$ cat src/rtl/key_beep_pkg.sv
// rtl/key_beep_pkg.sv - shared types and default timing for the key beep controller
package key_beep_pkg;

  typedef enum logic [1:0] {
    IDLE = 2'd0,
    ON   = 2'd1,
    GAP  = 2'd2
  } state_t;

  typedef logic [1:0] ev_t;

  localparam ev_t EV_NONE  = 2'd0;
  localparam ev_t EV_SHORT = 2'd1;
  localparam ev_t EV_LONG  = 2'd2;

  // Defaults assume a 50 MHz system clock
  localparam int DEF_LONG_CNT    = 50_000_000;
  localparam int DEF_BEEP_ON     = 5_000_000;
  localparam int DEF_BEEP_GAP    = 5_000_000;
  localparam int DEF_TONE_HALF   = 12_500;
  localparam int DEF_LONG_BURSTS = 3;

  function automatic int max2(input int a, input int b);
    return (a > b) ? a : b;
  endfunction

endpackage

$ cat src/rtl/beep_tone_gen.sv
// rtl/beep_tone_gen.sv - square-wave tone source, phase cleared whenever disabled
module beep_tone_gen
  import key_beep_pkg::*;
#(
  parameter int TONE_HALF = DEF_TONE_HALF
) (
  input  logic clk,
  input  logic rst_n,
  input  logic enable,
  output logic tone
);

  localparam int TW = $clog2(TONE_HALF);
  localparam logic [TW-1:0] HALF_LAST = TW'(TONE_HALF - 1);

  logic [TW-1:0] tone_cnt;

  // Half-period counter; toggling at wrap gives a 50% duty tone starting low
  always_ff @(posedge clk) begin
    if (!rst_n || !enable) begin
      tone_cnt <= '0;
      tone     <= 1'b0;
    end else if (tone_cnt == HALF_LAST) begin
      tone_cnt <= '0;
      tone     <= ~tone;
    end else begin
      tone_cnt <= tone_cnt + 1'b1;
    end
  end

endmodule

$ cat src/rtl/key_beep_ctrl.sv
// rtl/key_beep_ctrl.sv - key press classifier and buzzer burst sequencer
module key_beep_ctrl
  import key_beep_pkg::*;
#(
  parameter int LONG_CNT    = DEF_LONG_CNT,
  parameter int BEEP_ON     = DEF_BEEP_ON,
  parameter int BEEP_GAP    = DEF_BEEP_GAP,
  parameter int TONE_HALF   = DEF_TONE_HALF,
  parameter int LONG_BURSTS = DEF_LONG_BURSTS
) (
  input  logic sys_clk,
  input  logic sys_rst_n,
  input  logic key_in,
  input  logic mute,
  output logic beep,
  output logic beep_busy,
  output logic short_pulse,
  output logic long_pulse,
  output logic key_held
);

  generate
    if (LONG_CNT < 2 || BEEP_ON < 2 || BEEP_GAP < 2 || TONE_HALF < 2 ||
        LONG_BURSTS < 1 || LONG_BURSTS > 7) begin : g_bad_param
      $error("key_beep_ctrl: timing parameters must be >= 2 and LONG_BURSTS in 1..7");
    end
  endgenerate

  localparam int HW = $clog2(LONG_CNT + 1);
  localparam int PW = $clog2(max2(BEEP_ON, BEEP_GAP) + 1);
  localparam logic [HW-1:0] HOLD_MAX = HW'(LONG_CNT);
  localparam logic [PW-1:0] ON_LAST  = PW'(BEEP_ON - 1);
  localparam logic [PW-1:0] GAP_LAST = PW'(BEEP_GAP - 1);
  localparam logic [2:0]    LONG_N   = 3'(LONG_BURSTS);

  logic          key_q;
  logic          armed;
  logic          long_done;
  logic [HW-1:0] hold_cnt;
  logic          held_now, press_det, release_det, long_det, short_det;
  ev_t           ev;

  state_t        state;
  logic [PW-1:0] phase_cnt;
  logic [2:0]    bursts_left;
  logic          tone, tone_en;

  // armed stays low after reset until the key is seen up, so a key held
  // through reset never registers as a fresh press
  assign held_now    = armed & ~key_q & ~key_in;
  assign press_det   = armed &  key_q & ~key_in;
  assign release_det = armed & ~key_q &  key_in;
  assign long_det    = held_now & ~long_done & (hold_cnt == HOLD_MAX - 1'b1);
  assign short_det   = release_det & ~long_done;
  assign key_held    = ~key_q;

  // One event per press; the two detectors are mutually exclusive anyway
  always_comb begin
    ev = EV_NONE;
    if (long_det)       ev = EV_LONG;
    else if (short_det) ev = EV_SHORT;
  end

  // Key edge tracking, hold counting and event pulse generation
  always_ff @(posedge sys_clk) begin
    if (!sys_rst_n) begin
      key_q       <= 1'b1;
      armed       <= 1'b0;
      long_done   <= 1'b0;
      hold_cnt    <= '0;
      short_pulse <= 1'b0;
      long_pulse  <= 1'b0;
    end else begin
      key_q       <= key_in;
      armed       <= armed | key_in;
      short_pulse <= short_det;
      long_pulse  <= long_det;
      if (press_det || release_det)
        hold_cnt <= '0;
      else if (held_now && hold_cnt != HOLD_MAX)
        hold_cnt <= hold_cnt + 1'b1;
      if (release_det)
        long_done <= 1'b0;
      else if (long_det)
        long_done <= 1'b1;
    end
  end

  // Burst sequencer; any new event restarts from a fresh ON phase
  always_ff @(posedge sys_clk) begin
    if (!sys_rst_n) begin
      state       <= IDLE;
      phase_cnt   <= '0;
      bursts_left <= '0;
      beep_busy   <= 1'b0;
    end else if (ev != EV_NONE) begin
      state       <= ON;
      phase_cnt   <= '0;
      bursts_left <= (ev == EV_LONG) ? LONG_N : 3'd1;
      beep_busy   <= 1'b1;
    end else begin
      case (state)
        ON: begin
          if (phase_cnt == ON_LAST) begin
            phase_cnt   <= '0;
            bursts_left <= bursts_left - 3'd1;
            if (bursts_left == 3'd1) begin
              state     <= IDLE;
              beep_busy <= 1'b0;
            end else begin
              state <= GAP;
            end
          end else begin
            phase_cnt <= phase_cnt + 1'b1;
          end
        end
        GAP: begin
          if (phase_cnt == GAP_LAST) begin
            phase_cnt <= '0;
            state     <= ON;
          end else begin
            phase_cnt <= phase_cnt + 1'b1;
          end
        end
        default: begin
          state     <= IDLE;
          beep_busy <= 1'b0;
        end
      endcase
    end
  end

  // Dropping enable for one edge on restart realigns the tone phase
  assign tone_en = (state == ON) && (ev == EV_NONE);

  beep_tone_gen #(
    .TONE_HALF(TONE_HALF)
  ) u_tone (
    .clk   (sys_clk),
    .rst_n (sys_rst_n),
    .enable(tone_en),
    .tone  (tone)
  );

  // Buzzer drive, masked outside ON so a final wrap never leaks into a gap
  always_ff @(posedge sys_clk) begin
    if (!sys_rst_n)
      beep <= 1'b0;
    else
      beep <= tone & (state == ON) & ~mute;
  end

endmodule

$ cat config.mk
export PLATFORM = sky130hd
export DESIGN_NAME = key_beep_ctrl
export DESIGN_NICKNAME = d
export VERILOG_FILES = /design/src/rtl/key_beep_pkg.sv /design/src/rtl/beep_tone_gen.sv /design/src/rtl/key_beep_ctrl.sv
export SDC_FILE = /design/constraint.sdc
export NUM_CORES = 1
export LEC_CHECK = 0
export CORE_ASPECT_RATIO = 0.7
export CORE_MARGIN = 5
export CORE_UTILIZATION = 53
export CTS_CLUSTER_DIAMETER = 30
export DETAILED_ROUTE_END_ITERATION = 16
export GPL_TIMING_DRIVEN = 0
export PLACE_DENSITY_LB_ADDON = 0.08
export SLEW_MARGIN = 5
export SYNTH_ARGS = -nofsm -noshare
export SYNTH_HDL_FRONTEND = slang
export SYNTH_SLANG_ARGS = --single-unit
export TNS_END_PERCENT = 5
$ cat constraint.sdc
create_clock -name sys_clk -period 2.8 [get_ports sys_clk]
set_input_delay 0.28 -clock sys_clk [delete_from_list [all_inputs] [get_ports sys_clk]]
set_output_delay 0.28 -clock sys_clk [all_outputs]
set_load 0.05 [all_outputs]
After elaboration in Yosys (flattened, before gate mapping)
Index checks and enable logic that the tools add are counted.

word-level totals
  output and inout port bits = 5
  register bits after elaboration = 76
  logic and storage cells = 84
  input bits = 4

operators by class
  add/sub/neg operators = 4
  reduce and logical (&&, ||, !) cells = 19
  multiplexer cells = 16
  equal/unequal tests = 14
  bitwise operators = 17

operator list
  operator                 number
  $add A26 B1 Y26 const B  1
  $eq A26 B26 Y1 const B   1
  $ne A26 B26 Y1 const B   1
  $add A23 B1 Y23 const B  1
  $eq A23 B23 Y1 const B   1
  $mux W23                 1
  $add A14 B1 Y14 const B  1
  $eq A14 B14 Y1 const B   1
  $and A1 B1 Y1            10
  $mux W2                  5
  $reduce_or A2 Y1         5
  $mux W3                  3
  $ne A3 B3 Y1 const B     3
  $ne A2 B2 Y1 const B     3
  $not A1 Y1               6
  $reduce_and A2 Y1        3
  $reduce_bool A2 Y1       3
  $mux W1                  5
  $eq A2 B2 Y1 const B     2
  $pmux W2 S2              1
  $eq A3 B1 Y1 const B     1
  $reduce_and A3 Y1        1
  $sub A3 B1 Y3 const B    1
  $eq A2 B1 Y1 const B     1
  other kinds (6)          9

Longest topological paths before layout
  depth after elaboration = 11
  depth in mapped cells = 8
  depth with buffers taken out = 7

Cells and area by module
Synthesis repeated with hierarchy kept, for this count alone.

second synthesis, totals
  cells, all modules = 419
  area, all modules = 3,662.3 um^2

modules (own cells, without submodules)
  module         seq. area each (um^2)  cells each  area an instance (um^2)  times used
  key_beep_ctrl  1,221.2                343         2,996.6                  1
  beep_tone_gen  300.3                  76          665.6                    1

Least setup slack after synthesis
Ideal clock, no wire load.

  kind = flip-flop to flip-flop
  start point = register armed
  end point = register hold_cnt[21]
  setup time = 128 ps
  arrival time = 1,856 ps
  required time = 2,672 ps
  setup slack = 816 ps
  cell stages (with the launch flop) = 7
  clock period less this slack = 1,984 ps
  cells stage by stage = dfxtp_1 -> or3b_4 -> or4_4 -> buf_6 -> nor4_2 -> xnor2_1 -> nor2_1

between the ends
  word-level cells in the longest chain between the ends = 4

ends and longest elaborated chain
  what                                     line                                                           RTL
  start, declared                          key_beep_ctrl.sv:37                                            logic armed;
  start signal, assigned                   key_beep_ctrl.sv:75                                            armed <= armed | key_in;
  $and A1 B1 Y1, on equally long branches  key_beep_ctrl.sv:51, key_beep_ctrl.sv:50, key_beep_ctrl.sv:52
  $and A1 B1 Y1, on equally long branches  key_beep_ctrl.sv:51, key_beep_ctrl.sv:52
  $logic_or A1 B1 Y1                       key_beep_ctrl.sv:78                                            if (press_det || release_det)
  $reduce_or A2 Y1 (no source line)        n/a
  end signal, assigned                     key_beep_ctrl.sv:81                                            hold_cnt <= hold_cnt + 1'b1;
  end, declared                            key_beep_ctrl.sv:39                                            logic [HW-1:0] hold_cnt;

Parallel ways exist; a longest one is shown, timed or not.
A chain may end at the register's enable or synchronous reset.

Final worst setup path
  start point = register hold_cnt[18]
  end point = register phase_cnt[3]

between the ends
  word-level cells in the longest chain between the ends = 5

ends and longest elaborated chain
  what                               line                  RTL
  $eq A26 B26 Y1                     key_beep_ctrl.sv:53   assign long_det = held_now & ~long_done & (hold_cnt == HOLD_MAX - 1'b1);
  $and A1 B1 Y1                      key_beep_ctrl.sv:53
  $mux W2                            key_beep_ctrl.sv:60   if (long_det) ev = EV_LONG;
  $reduce_bool A2 Y1                 key_beep_ctrl.sv:96   end else if (ev != EV_NONE) begin
  $reduce_or A2 Y1 (no source line)  n/a
  end signal, assigned               key_beep_ctrl.sv:114  phase_cnt <= phase_cnt + 1'b1;
  end signal, assigned               key_beep_ctrl.sv:122  phase_cnt <= phase_cnt + 1'b1;
  end, declared                      key_beep_ctrl.sv:44   logic [PW-1:0] phase_cnt;

Every way passes these cells.

==> metrics.log <==
INFO  metric die_area = between 8000 and 9000 µm²
INFO  metric startpoint_type = flip-flop
INFO  metric setup_total_negative_slack = 0 ns
INFO  metric final_nets = between 400 and 500
INFO  metric p_int = ~0.0017 W
INFO  metric grt_setup_unrepaired = false
INFO  metric syn_inst = between 400 and 500
INFO  metric power_frac_seq = 0.508
INFO  metric first_pass_iters = 4
INFO  metric power_density = around 530 nW/µm²
INFO  metric fin_crit_sh = 0.883
INFO  metric synth_nets = approximately 430
INFO  metric drt_wl_total = slightly above 7000 µm
INFO  metric grt_pass1_wl = between 10000 and 15000 µm
INFO  metric share_comb_of_total_power = 0.025
INFO  metric drc_errors = 0
INFO  metric clkPwrFrac = 0.467
INFO  metric hp-class = in -> reg
INFO  metric detail-route-antenna-nets = 0
INFO  metric synth.yosys.seq_area_share = 0.421
INFO  metric io-pin-count = 9
INFO  metric clock_insertion_delay_worst_skew = around 0.35 ns
INFO  metric p_leak = 1.33 nW
INFO  metric synth.distinct_cells = 45
INFO  metric worst-slew-pin-transition = 0.676 ns
INFO  metric setup-violations-final = 0
INFO  metric clock_tree.htree_level_count = 3
INFO  metric grt_max_degree = 13
INFO  metric max-cap-violations = 0
INFO  metric grt_pass1_vias = ~2600
INFO  metric finalHoldViolCount = 0
INFO  metric cts-hold-fix-buffers = 0
INFO  metric timing.critical_path.fanout_max = 10
INFO  metric antenna_found_initial = 0
INFO  metric net_switching_component_of_the_power = between 0.0004 and 0.0005 W
INFO  metric grtUsageTotal = 0.182
INFO  metric globalRoute.totalOverflow = 0
INFO  metric worst_slew_margin_rel = 0.545
INFO  metric clkSinkCount = between 70 and 80
INFO  metric worst_ep_arrival_time = about 2.7 ns
INFO  metric yosys_warnings = 0
INFO  metric edff_count_synth = 0
INFO  metric post_cts_buffers = 0
INFO  metric placementRows = 25
INFO  metric tritoncts.num_buffers = 9
INFO  metric place_congestion = 0.802
INFO  metric cp_data_required_time = between 3 and 4 ns
INFO  metric die_width = 109 µm
INFO  metric start_util = 0.540
INFO  metric detailed_place.area = 3810 µm²
INFO  metric ctsLongestPathBuffers = 2
INFO  metric place_hpwl = approximately 5000 µm
INFO  metric sw_frac_of_total = 0.201
INFO  metric path_clk_slew = roughly 0.080 ns
INFO  metric core_area = approximately 6700 µm²
INFO  metric portBuffers = 8
INFO  metric max_freq = a little over 400 MHz
INFO  metric ys_seq_elements = 76
INFO  metric top_flip_flop_cell_by_instance_count_after_synthesis = dfxtp_1
INFO  metric per_cell_routed_wire_length = 13.4 µm
INFO  metric critPathKind = reg -> reg
INFO  metric status = complete, no violations
INFO  metric antenna_cells_inserted = 0
INFO  metric ys_async_sr_fraction = 0
INFO  metric area.growth.synth_to_final = 12.0%
INFO  metric post_route_cells_drive_above_1_share = 0.0686
INFO  metric drt_iter0_drc = approximately 200
INFO  metric clockRootBuffer = clkbuf_8
INFO  metric route.detailed.vias_per_inst = about 5.3
INFO  metric final_period_minus_worst_setup_slack = around 2.5 ns
INFO  metric post_cts.resized_instances = 0
INFO  metric die_y = between 70 and 80 µm
INFO  metric syn_avg_cell_area = 8.73 µm²
INFO  metric largest_voltage_drop_on_the_vdd_net = around 0.29 mV
INFO  metric finish.instance_area = between 4000 and 5000 µm²
INFO  metric syn_area = about 3600 µm²
INFO  metric worstSetupEndpointType = flip-flop
INFO  metric routed_via_count = roughly 2800
INFO  metric finClkSkew = 0.0127 ns
INFO  metric tritoncts = yes
INFO  metric timing.final.max_slew_violations = 0
## layer usage
layer	track usage	vias up	part of all wire
li1	-	1466	-
met1	0.275	1299	0.56
met2	0.244	39	0.40
met3	0.0561	2	0.043
met4	0.0530	0	0.0049
met5	0	-	0
## worst paths after layout
check                       end  slack (ns)               start  depth (start not counted)
max                phase_cnt[3]        0.33        hold_cnt[18]                          7
min                        beep        0.47                mute                          2
max reg2reg        phase_cnt[3]        0.33        hold_cnt[18]                          7
min reg2reg  u_tone.tone_cnt[0]        0.47  u_tone.tone_cnt[0]                          1
## layout make-up
type                    instances  area, µm²
plain buffers                  13       60.1
clock buffers                  10        138
clock inverters                 5        100
fillers                       651       2650
inverters                      13       48.8
multi-input cells             312       1980
flip-flops and latches         76       1520
well taps                      94        118
repair buffers                  8       80.1
## power by group through the flow
stage | registers [W] | logic (W) | clock network, W
after detailed placement | 0.00111 | 0.0000526 | 0
after floorplan | 0.00111 | 0.0000314 | 0
after global routing | 0.00109 | 0.0000587 | 0.00107
final | 0.00109 | 0.0000525 | 0.00100
after global placement | 0.00111 | 0.0000523 | 0
after CTS | 0.00109 | 0.0000532 | 0.00102
## synth_stat cells (3+ instances only)
cell type | count | share of area
nand4b_1 | 3 | 0.0073
clkbuf_1 | 9 | 0.0093
or4_1 | 3 | 0.0062
and3_1 | 10 | 0.017
nand4_1 | 18 | 0.031
nor4_2 | 4 | 0.014
nor2b_1 | 4 | 0.0069
nand2_1 | 28 | 0.029
nor3_1 | 12 | 0.017
a21boi_0 | 3 | 0.0062
and2_1 | 7 | 0.012
xnor2_1 | 31 | 0.075
o21a_1 | 5 | 0.010
nand3_1 | 20 | 0.028
ha_1 | 9 | 0.031
and4_1 | 8 | 0.019
xor2_1 | 25 | 0.061
nand2b_1 | 3 | 0.0052
nor2_1 | 71 | 0.074
inv_1 | 13 | 0.014
dfxtp_1 | 76 | 0.42
a21oi_1 | 8 | 0.011
buf_2 | 3 | 0.0042
or3_1 | 4 | 0.0069
mux2i_1 | 3 | 0.0083
nor4_1 | 5 | 0.0087
o21ai_0 | 4 | 0.0055
## cells by family (layout without fill, tap and decap cells)
logic type,after synthesis,after routing,share of synthesized area
and+or+nand+nor,218,218,0.326
adders and majority gates,9,9,0.0312
DFF,76,76,0.421
buffers and inverters,26,49,0.0301
xor gates and xnor gates,56,56,0.136
muxes,3,3,0.00831
AOI/OAI and AO/OA,26,26,0.0474
## registers in the layout, summed over array words and instances (netlist names)
name / cells
short_pulse: 1
beep: 1
armed: 1
u_tone.tone_cnt: 14
bursts_left: 3
u_tone.tone: 1
beep_busy: 1
long_done: 1
long_pulse: 1
phase_cnt: 23
hold_cnt: 26
key_q: 1
state: 2
## cells in the final DEF (no fill, tap or decap), types with 3 or more instances in the layout
cell and count:
a21boi_0 3, a21oi_1 8, and2_1 7, and3_1 10, and4_1 8, buf_2 3, bufinv_16 3, clkbuf_1 9
clkbuf_8 10, clkdlybuf4s50_1 8, dfxtp_1 76, ha_1 9, inv_1 13, mux2i_1 3, nand2_1 28, nand2b_1 3
nand3_1 20, nand4_1 18, nand4b_1 3, nor2_1 71, nor2b_1 4, nor3_1 12, nor4_1 5, nor4_2 4
o21a_1 5, o21ai_0 4, or3_1 4, or4_1 3, xnor2_1 31, xor2_1 25
## worst max-delay path: stages (launching register included)
cell and delay (ns):
dfxtp_1 0.30, clkbuf_1 0.20, or4_1 0.46, nor4b_1 0.53, nand4_1 0.26, nand4_1 0.28, buf_2 0.27, nor2_1 0.07
## stage by stage
step | power, W | std cells | setup slack [ns] | utilization | hold slack, ns
after floorplan | 0.00114 | 414 | 0.816 | - | 0.356
after detailed placement | 0.00116 | 516 | 0.210 | 0.569 | 0.448
after CTS | 0.00216 | 531 | 0.413 | 0.605 | 0.456
after global placement | 0.00116 | 516 | 0.236 | 0.569 | 0.447
after global routing | 0.00222 | 531 | 0.133 | 0.605 | 0.459
final | 0.00214 | 531 | 0.326 | 0.605 | 0.468
Power figures use the tool's default switching activity.
